--- config.mk ---
export PLATFORM = sky130hd
export DESIGN_NAME = spi_master
export DESIGN_NICKNAME = d
export VERILOG_FILES = /design/src/rtl/spi_master.sv
export SDC_FILE = /design/constraint.sdc
export NUM_CORES = 1
export LEC_CHECK = 0
export ABC_AREA = 1
export BUFFER_PORTS_ARGS = -buffer_cell sky130_fd_sc_hd__buf_2
export CAP_MARGIN = 30
export CELL_PAD_IN_SITES_DETAIL_PLACEMENT = 0
export CELL_PAD_IN_SITES_GLOBAL_PLACEMENT = 1
export CORE_MARGIN = 1
export CORE_UTILIZATION = 30
export DETAILED_ROUTE_END_ITERATION = 8
export HOLD_SLACK_MARGIN = 0.05
export PLACE_DENSITY_LB_ADDON = 0.2
export SLEW_MARGIN = 20
export SYNTH_ARGS = -nofsm -noshare
export SYNTH_HDL_FRONTEND = slang
export SYNTH_SLANG_ARGS = --single-unit
--- constraint.sdc ---
create_clock -name clk -period 4.2 [get_ports clk]
set_input_delay 0.21 -clock clk [delete_from_list [all_inputs] [get_ports clk]]
set_output_delay 0.21 -clock clk [all_outputs]
set_load 0.02 [all_outputs]
--- src/rtl/spi_master.sv ---
// Single-byte full-duplex SPI master. CPOL/CPHA are selected per transfer, and the SCLK half-period
// is CLK_DIV clk cycles. Every output is registered.
module spi_master #(
    parameter int CLK_DIV = 4
) (
    input  logic       clk,
    input  logic       rst,
    input  logic       CPOL,
    input  logic       CPHA,
    input  logic       start,
    input  logic [7:0] datai,
    output logic [7:0] datao,
    output logic       busy,
    output logic       done,
    output logic       sclk,
    output logic       csb,
    output logic       dout,
    input  logic       din
);

    typedef enum logic [1:0] {
        IDLE  = 2'd0,
        SETUP = 2'd1,
        XFER  = 2'd2,
        HOLD  = 2'd3
    } state_t;

    localparam logic [7:0] RELOAD    = 8'(CLK_DIV - 1);
    localparam logic [4:0] LAST_EDGE = 5'd16;

    state_t     state_r;
    logic [7:0] cnt_r;
    logic [4:0] edge_r;
    logic [7:0] tx_r;
    logic [7:0] rx_r;
    logic       cpol_r;
    logic       cpha_r;
    logic       leading_s;
    logic       sample_s;

    // Classify the upcoming toggle: odd edges lead, and CPHA picks which edge kind samples din.
    always_comb begin
        leading_s = ~edge_r[0];
        sample_s  = leading_s ^ cpha_r;
    end

    // Transfer sequencer: state, half-period and edge counters, shift registers, and all outputs.
    always_ff @(posedge clk or posedge rst) begin
        if (rst) begin
            state_r <= IDLE;
            cnt_r   <= 8'd0;
            edge_r  <= 5'd0;
            tx_r    <= 8'd0;
            rx_r    <= 8'd0;
            cpol_r  <= 1'b0;
            cpha_r  <= 1'b0;
            datao   <= 8'h00;
            busy    <= 1'b0;
            done    <= 1'b0;
            sclk    <= 1'b0;
            csb     <= 1'b1;
            dout    <= 1'b0;
        end else begin
            case (state_r)
                IDLE: begin
                    sclk <= CPOL;
                    done <= 1'b0;
                    if (start) begin
                        state_r <= SETUP;
                        busy    <= 1'b1;
                        csb     <= 1'b0;
                        cnt_r   <= RELOAD;
                        edge_r  <= 5'd0;
                        tx_r    <= datai;
                        rx_r    <= 8'd0;
                        cpol_r  <= CPOL;
                        cpha_r  <= CPHA;
                        // In mode CPHA=0 the first bit must already be on the line at the first leading edge.
                        dout    <= CPHA ? 1'b0 : datai[7];
                    end else begin
                        busy <= 1'b0;
                        csb  <= 1'b1;
                        dout <= 1'b0;
                    end
                end
                SETUP, XFER: begin
                    if (cnt_r == 8'd0) begin
                        sclk    <= ~sclk;
                        cnt_r   <= RELOAD;
                        state_r <= (edge_r == (LAST_EDGE - 5'd1)) ? HOLD : XFER;
                        if (edge_r != LAST_EDGE) begin
                            edge_r <= edge_r + 5'd1;
                        end
                        if (sample_s) begin
                            rx_r <= {rx_r[6:0], din};
                        end else if (cpha_r) begin
                            dout <= tx_r[7];
                            tx_r <= {tx_r[6:0], 1'b0};
                        end else begin
                            dout <= tx_r[6];
                            tx_r <= {tx_r[6:0], 1'b0};
                        end
                    end else begin
                        cnt_r <= cnt_r - 8'd1;
                    end
                end
                HOLD: begin
                    sclk <= cpol_r;
                    if (done) begin
                        state_r <= IDLE;
                        busy    <= 1'b0;
                        done    <= 1'b0;
                        sclk    <= CPOL;
                    end else if (cnt_r == 8'd0) begin
                        csb   <= 1'b1;
                        dout  <= 1'b0;
                        done  <= 1'b1;
                        datao <= rx_r;
                    end else begin
                        cnt_r <= cnt_r - 8'd1;
                    end
                end
                default: begin
                    state_r <= IDLE;
                    busy    <= 1'b0;
                    done    <= 1'b0;
                    csb     <= 1'b1;
                    dout    <= 1'b0;
                end
            endcase
        end
    end

endmodule

==> results of run 1 <==
==> what timing repair did <==
action / CTS / global route
setup endpoints to repair: 0 / 0
buffers inserted: 0 / 0
hold endpoints to repair: 16 / 0
hold buffers: 1 / 0
==> kinds of logic after synthesis <==
family          share of synthesized area (%)
compound gates                           10.8
xor+xnor                                0.968
fa+ha+maj                                3.23
buf+inv                                  7.74
flops                                    42.4
simple gates                             34.8
==> per-layer routing <==
metal	global-route usage (%)	share of wire (%)	up-vias
met3	2.37	2.7	5
li1	-	-	1062
met4	2.76	0.80	0
met2	22.0	46	31
met1	18.2	51	927
met5	0	0	-
==> final timing paths <==
path,from,cells after the start,end
max in group asynchronous,rst,4,rx_r[6]$_DFFE_PP0P_
worst min-delay path,datai[0],3,tx_r[0]$_DFFE_PP0P_
worst min register to register,dout$_DFFE_PP0P_,2,dout$_DFFE_PP0P_
worst max-delay path,state_r[1]$_DFFE_PP0P_,9,cnt_r[7]$_DFFE_PP0P_
worst max register to register,state_r[1]$_DFFE_PP0P_,9,cnt_r[7]$_DFFE_PP0P_
min in group asynchronous,rst,3,cnt_r[4]$_DFFE_PP0P_
==> flip-flops by register name (all words and copies together), names as in the netlist, 2 cells and up <==
signal,cells
tx_r,8
state_r,2
edge_r,5
rx_r,8
cnt_r,8
datao,8
==> cell usage in the layout, fill, tap and decap left out, types with 2 or more instances in the layout <==
cell type / count
o21ai_0: 4
inv_1: 31
nand3_1: 26
nor2_4: 3
nand2_4: 10
clkbuf_8: 5
dfrtp_1: 45
ha_1: 7
nand2_2: 4
nand4_1: 4
buf_2: 26
nand2_1: 97
a21oi_2: 2
o21ai_2: 22
clkinv_4: 2
nand2_8: 4
a21oi_1: 3
nor2_1: 23
inv_2: 6
inv_4: 3
xor2_1: 3
o21ai_1: 2
==> report_power, final <==
group	total [mW]	internal, mW	switching, mW
clock network	0.291	0.121	0.170
logic	1.53	0.496	1.03
registers	0.675	0.579	0.0955
==> worst max-delay path, cell delays in order (launching register included) <==
cell and delay [ns]:
dfrtp_1 0.38, inv_1 0.05, ha_1 0.61, buf_8 0.24, nor2_1 0.09, inv_1 0.13
nand2_1 0.08, nor2_1 0.13, nand3_1 0.10, o21ai_2 0.06
==> per-stage QoR <==
step / area, sq um / util (%)
finish: 3080 / 35.3
global route: 3080 / 35.3
CTS: 3060 / 35.1
detailed placement: 2960 / 33.9
global placement: 2940 / 33.7
floorplan: 2720 / -
==> cell type report <==
class                   count  share of cell area, %
clock inverters             3                  0.814
multi-input cells         225                   44.0
repair buffers             29                   5.70
well taps                 108                   4.39
clock buffers               5                   2.24
flip-flops and latches     46                   37.5
inverters                  41                   5.41
==> impl_metrics.ini, run 1 <==
[worst_setup_path]
crit_required_ns = 4.45
start_kind = register
critPathKind = reg2reg
cp_max_fo = 11
worstPathArrival_ns = 2.17
r2r_setup_slack_ns = 2.28
end_kind = register

[logic_synthesis]
syn_nets = 338
postSynthCellCount = 317
synth.cell_area_sq_um = 2720
ys_warn_count = 0
ys_seq_area_share_pct = 42.4
ys_types = 34
yosysTopAreaCell = dfrtp_1
synth_edf_count = 0
ys_async_sr_fraction_pct = 100
syn_area_per_cell_sq_um = 8.56
synthFlopType = dfrtp_1
yosysMostFrequentCell = nand2_1
synthTopCellsByCount = nand2_1 (97), dfrtp_1 (45), inv_1 (32), nand3_1 (26), nor2_1 (23)
synthTopCellsByArea = dfrtp_1 (41%), nand2_1 (13%), o21ai_2 (7.1%), nand3_1 (4.8%), inv_1 (4.4%)
synth-seq-cells = 46
synth_top_cell_area_share_pct = 41.5

[timing]
finalSetupTns_ns = 0
whs_ns = 0.138
hold_viol = 0
finClkSkew_ns = 0.0153
slew_headroom_pct = 64.8
fin_crit_ns = 1.92
setup_viol = 0
rsz0062_at_grt = false
slew_viol_final = 0
fin_crit_sh_pct = 45.6
worst_pin_slew_ns = 0.528
clock.fmax_mhz = 522
final_critical_path_setup_slack_ns = 2.28

[floorplanning]
die_h_um = 97.1
row_count = 34
ioPinCount = 27
initial_core_util_pct = 31.1
die_w_um = 97.1
core_area_sq_um = 8720
die_area_sq_um = 9440

[routing]
first_pass_iters = 4
drc = 0
vias = 2025
routedWlPerCell_um = 12.5
drtIter0Drc = 112
antenna_left = 0
drt_wl_total_um = 5720
routed_via_density = 4.43

[cts]
path_clk_slew_ns = 0.11
cts_tree = built
cts_made_buffers = 5
ctsResizeCount = 0
cts_buffer_depth = 2
htreeDepth = 2
clock_latency_ns = 0.31
root_buffer = clkbuf_8
cts.sinks = 46

[outcome]
status = finished clean

[grt]
grt_pass1_wl_um = 10100
grt_pass1_vias = 2033
grtUsageTotal_pct = 13.3
grt_max_degree = 30
grt-ovfl-total = 0
antenna_found_initial = 0

[final_layout]
finalNonFillerCells = 457
finish.net_count = 369
insertedDiodeCount = 0
multi_input_area_sq_um = 1350
area_growth_pct = 13.3
nFillCells = 961
drive_gt1_share_pct = 28.1
regArea_sq_um = 1150

[placed_design]
gp_congestion = 0.755
dp_slack_ns = 1.84
dp_cells = 447
hpwl_um = 4260
io_buffers = 26

[pwr]
p_total_mw = 2.49
powerDensity_nw_per_um2 = 810
p_leak_nw = 1.58
peakVddDrop_mv = 0.286

[worst_hold_path]
min_path_type = in2reg

[run]
max_cap_violations = 0
(Power assumes the default switching activity.)
==> run 2: changes to the inputs <==
ABC_AREA = 0   (was 1)
clock period = 1.8 ns   (was 4.2 ns; I/O delays follow)
==> impl_metrics.ini, run 2 <==
[floorplanning]
core_area_sq_um = 7450
die_area_sq_um = 8230
die_w_um = 90.7
row_count = 31
ioPinCount = 27
die_h_um = 90.7
initial_core_util_pct = 31.7

[final_layout]
stdcell_area_sq_um = 3380
fin_util_pct = 45.4
insertedDiodeCount = 0
drive_gt1_share_pct = 52.1
layout_commonest_cell = dfrtp_1
mostFrequentLayoutCells = dfrtp_1 (45), buf_4 (43), buf_2 (26)
finalNonFillerCells = 387
finish.net_count = 308
area_growth_pct = 43.0

[logic_synthesis]
synthTopCellsByCount = dfrtp_1 (45), mux2_2 (18), a21oi_1 (11), inv_1 (11), a22o_1 (10)
ys_types = 53
syn_area_per_cell_sq_um = 11.8
synth.cell_area_sq_um = 2360
syn_nets = 222
synth_edf_count = 0
synth_top_cell_area_share_pct = 47.7
synth-seq-cells = 46
ys_warn_count = 0
synthTopCellsByArea = dfrtp_1 (48%), mux2_2 (8.6%), mux2_4 (4.4%), a22o_1 (3.7%), ha_1 (3.7%)
synthFlopType = dfrtp_1
yosysTopAreaCell = dfrtp_1
ys_seq_area_share_pct = 48.8
postSynthCellCount = 201
yosysMostFrequentCell = dfrtp_1
ys_async_sr_fraction_pct = 100

[worst_setup_path]
cp_cell_sequence = buf_4 -> or4_4 -> nor2_1 -> or4b_4 -> a21oi_2
cp_slowest_cell = or4_4
critPathKind = reg2reg
r2r-start = cnt_r[3]$_DFFE_PP0P_
rr_worst_depth = 5
r2r_end = cnt_r[5]$_DFFE_PP0P_
end_kind = register
r2r_setup_slack_ns = -0.13
cpPeakStageDelay_ns = 0.53
start_kind = register
crit_required_ns = 2.03
cp_max_fo = 5
worstPathArrival_ns = 2.16

[worst_hold_path]
min_from = datai[2]
min_path_type = in2reg
hold_depth = 3
hold_end = tx_r[2]$_DFFE_PP0P_

[routing]
routed_via_density = 4.98
vias = 1927
antenna_left = 0
drt_wl_total_um = 5850
routedWlPerCell_um = 15.1
drc = 0
drtIter0Drc = 106
first_pass_iters = 6

[grt]
grtUsageTotal_pct = 14.9
grt_pass1_wl_um = 9690
grt-ovfl-total = 0
antenna_found_initial = 0
grt_max_degree = 47
grt_pass1_vias = 1913

[cts]
path_clk_slew_ns = 0.09
clock_latency_ns = 0.30
cts.sinks = 46
cts_made_buffers = 5
root_buffer = clkbuf_8
cts_buffer_depth = 2
htreeDepth = 2
cts_tree = built

[timing]
finClkSkew_ns = 0.00858
worst_pin_slew_ns = 0.551
clock.fmax_mhz = 517
slew_headroom_pct = 63.2
fin_crit_ns = 1.93
rsz0062_at_grt = true
finalSetupTns_ns = -3.19
setup_viol = 42
hold_viol = 0
fin_crit_sh_pct = 107
final_critical_path_setup_slack_ns = -0.135
slew_viol_final = 0

[outcome]
status = finished, violations left
violations = setup timing

[pwr]
peakVddDrop_mv = 0.736
powerDensity_nw_per_um2 = 1830
p_leak_nw = 1.61

[placed_design]
place_area_sq_um = 2940
io_buffers = 26
dp_cells = 362
dp_slack_ns = -0.254
gp_congestion = 0.821
hpwl_um = 3940

[run]
max_cap_violations = 0
[run 2: cell count changes after synthesis, sizes merged, moves of 6 or more]
cell and change:
nor2 -18, nand3 -26, a22o +10, nand2 -105
a21oi +6, o21ai -24, inv -29, mux2 +25
[run 2: logic make-up (layout without fill, tap and decap cells)]
logic type               after synthesis  count (layout)  share of synthesized area (%)
XOR/XNOR                               1               1                          0.371
adder cells (fa/ha/maj)                7               7                           3.71
buffers and inverters                 19             105                           3.81
AND/OR/NAND/NOR                       48              49                           11.9
multiplexers                          29              29                           14.7
flip-flops                            46              46                           48.8
AO/OA/AOI/OAI                         51              51                           16.7
[run 2: layer usage]
| metal | global-route usage (%) | vias up | share of wire [%] |
|---|---|---|---|
| li1 | - | 932 | - |
| met1 | 21.5 | 952 | 51 |
| met2 | 22.5 | 36 | 45 |
| met3 | 3.03 | 7 | 3.0 |
| met4 | 3.63 | 0 | 1.2 |
| met5 | 0 | - | 0 |
[run 2: worst max path at each step]
| stage | startpoint | end | slack (ns) |
|---|---|---|---|
| final | cnt_r[3]$_DFFE_PP0P_ | cnt_r[5]$_DFFE_PP0P_ | -0.13 |
| after global routing | cnt_r[1]$_DFFE_PP0P_ | tx_r[6]$_DFFE_PP0P_ | -0.18 |
| after CTS | cnt_r[2]$_DFFE_PP0P_ | tx_r[6]$_DFFE_PP0P_ | -0.11 |
| after detailed placement | cnt_r[5]$_DFFE_PP0P_ | cnt_r[7]$_DFFE_PP0P_ | -0.25 |
| after global placement | cnt_r[4]$_DFFE_PP0P_ | cnt_r[7]$_DFFE_PP0P_ | -0.34 |
| after floorplan | cnt_r[0]$_DFFE_PP0P_ | tx_r[1]$_DFFE_PP0P_ | -0.21 |
[run 2: cell type report]
type	count	area (sq um)
inverters	11	45.0
clock buffers	5	68.8
repair buffers	86	663
clock inverters	3	45.0
fillers	734	4070
flip-flops and latches	46	1150
well taps	99	124
multi-input cells	137	1280
[run 2: critical path: cells and delay by family, from the launching register on]
kind            cells  cell delay (ns)
flops               1             0.41
buf+inv             1             0.16
simple gates        3             1.13
compound gates      1             0.16
[run 2: through the flow]
stage	hold WS, ns	total power, mW
after floorplan	0.141	3.58
after global placement	0.149	4.73
after detailed placement	0.151	4.70
after CTS	0.135	5.95
after global routing	0.151	6.58
final	0.144	6.17
[run 2: timing repair]
action	CTS	global route
setup endpoints to repair	43	43
setup buffers	7	5
resized for setup	27	13
gates cloned	1	0
hold buffers	6	0
hold endpoints to repair	50	0
pin swaps	15	7
[run 2: power breakdown]
part	internal [mW]	switching [mW]	leakage [nW]
registers	1.34	0.192	0.602
clock network	0.414	0.379	0.0504
logic	2.05	1.79	0.961
total	3.81	2.36	1.61
==> run 3: changes to the inputs <==
BUFFER_PORTS_ARGS = unset   (was -buffer_cell sky130_fd_sc_hd__buf_2)
DONT_BUFFER_PORTS = 1   (was unset)
==> impl_metrics.ini, run 3 (same netlist as run 2, synthesis figures left out) <==
[outcome]
status = finished, violations left
violations = setup timing

[pwr]
p_leak_nw = 1.49
power_frac_clock_pct = 11.5
intPower_mw = 3.56
pwr-share-comb_pct = 60.7
peakVddDrop_mv = 0.675
p_sw_mw = 2.28
powerDensity_nw_per_um2 = 1810
switching_share_pct = 39.0
pwr-share-seq_pct = 27.8

[routing]
antenna_left = 0
routed_via_density = 4.97
drc = 0
drt_wl_total_um = 5660
vias = 1803
first_pass_iters = 4
drtIter0Drc = 56
routedWlPerCell_um = 15.6

[cts]
cts.sinks = 46
cts_buffer_depth = 2
path_clk_slew_ns = 0.10
htreeDepth = 2
cts_tree = built
cts_made_buffers = 5
root_buffer = clkbuf_8
clock_latency_ns = 0.30

[worst_hold_path]
hold_end = tx_r[2]$_DFFE_PP0P_
min_path_type = in2reg
min_from = datai[2]
hold_depth = 2

[grt]
grt_pass1_wl_um = 9810
grt_max_degree = 29
grtUsageTotal_pct = 14.8
grt_pass1_vias = 1980
antenna_found_initial = 0
grt-ovfl-total = 0

[timing]
finClkSkew_ns = 0.00928
worst_pin_slew_ns = 0.566
slew_headroom_pct = 62.2
hold_viol = 0
clock.fmax_mhz = 508
fin_crit_sh_pct = 109
setup_viol = 39
rsz0062_at_grt = true
slew_viol_final = 0
final_critical_path_setup_slack_ns = -0.168
fin_crit_ns = 1.97

[worst_setup_path]
end_kind = register
crit_required_ns = 1.99
cpPeakStageDelay_ns = 0.62
cp_cell_sequence = or4_4 -> o31ai_4 -> nand2b_1 -> buf_4 -> mux2_4
worstPathArrival_ns = 2.16
r2r_setup_slack_ns = -0.17
cp_max_fo = 7
r2r-start = cnt_r[5]$_DFFE_PP0P_
rr_worst_depth = 5
start_kind = register
critPathKind = reg2reg
r2r_end = tx_r[4]$_DFFE_PP0P_
cp-startpoint = cnt_r[5]$_DFFE_PP0P_
cp_slowest_cell = or4_4

[placed_design]
dp_slack_ns = -0.188
io_buffers = 0
gp_congestion = 0.803
hpwl_um = 4030

[floorplanning]
die_h_um = 90.7
die_w_um = 90.7
initial_core_util_pct = 31.7
row_count = 31
ioPinCount = 27
core_area_sq_um = 7450
die_area_sq_um = 8230

[final_layout]
multi_input_area_sq_um = 1280
regArea_sq_um = 1150
finish.net_count = 284
drive_gt1_share_pct = 49.2
fin_util_pct = 43.3
mostFrequentLayoutCells = dfrtp_1 (45), buf_4 (45), mux2_2 (17)
area_growth_pct = 36.4
nFillCells = 743
insertedDiodeCount = 0

[run]
max_cap_violations = 0
[run 3: cell count changes in the layout (fill, tap and decap cells not counted), sizes merged]
cell,previous run,this run
clkinv,0,1
bufinv,1,0
buf,80,56
inv,10,12
clkinvlp,3,1
[run 3: power by group through the flow]
stage / registers (mW) / clock network, mW / logic [mW]
floorplan: 1.60 / 0 / 1.98
global placement: 1.64 / 0 / 2.98
detailed placement: 1.63 / 0 / 3.00
CTS: 1.62 / 0.689 / 3.42
global route: 1.67 / 0.730 / 3.90
finish: 1.63 / 0.672 / 3.55
[run 3: per-layer routing]
metal / GRT usage, % / routed length (um) / vias to the layer above
li1: - / - / 882
met1: 19.6 / 2720 / 892
met2: 23.9 / 2620 / 25
met3: 4.04 / 275 / 4
met4: 3.36 / 48 / 0
met5: 0 / 0 / -
[run 3: layout make-up]
| type | count | area share (%) |
|---|---|---|
| Sequential cell | 46 | 35.8 |
| Clock buffer | 5 | 2.14 |
| Timing Repair Buffer | 62 | 16.5 |
| Clock inverter | 3 | 0.777 |
| Inverter | 11 | 1.28 |
| Multi-Input combinational cell | 137 | 39.7 |
| Tap cell | 99 | 3.84 |
[run 3: how the worst max path moves through the flow]
stage	end	slack (ns)
3_3_place_gp	tx_r[4]$_DFFE_PP0P_	-0.19
2_1_floorplan	tx_r[1]$_DFFE_PP0P_	-0.21
5_1_grt	cnt_r[6]$_DFFE_PP0P_	-0.25
3_5_place_dp	tx_r[5]$_DFFE_PP0P_	-0.19
6_report	tx_r[4]$_DFFE_PP0P_	-0.17
4_1_cts	tx_r[4]$_DFFE_PP0P_	-0.17
[run 3: timing repair]
item,CTS,global route
endpoints found under the hold margin,32,0
gates cloned,1,0
pin swaps,11,9
hold buffers,6,0
setup buffers,8,3
endpoints found under the setup margin,43,43
gates resized for setup,27,17
[run 3: worst max-delay path, delay by kind of cell (launching register included)]
| kind | cells | cell delay (ns) |
|---|---|---|
| AND/OR/NAND/NOR | 2 | 0.73 |
| flip-flops | 1 | 0.39 |
| multiplexers | 1 | 0.29 |
| AO/OA/AOI/OAI | 1 | 0.27 |
| buffers and inverters | 1 | 0.17 |
[run 3: through the flow]
step	hold WS, ns	area, sq um	cells	setup TNS (ns)	power, mW
floorplan	0.141	2390	201	-2.00	3.58
global placement	0.0693	2820	338	-5.95	4.63
detailed placement	0.0673	2820	338	-5.49	4.63
CTS	0.0564	3140	361	-4.44	5.73
global route	0.0567	3220	363	-7.81	6.29
finish	0.0632	3220	363	-4.59	5.85
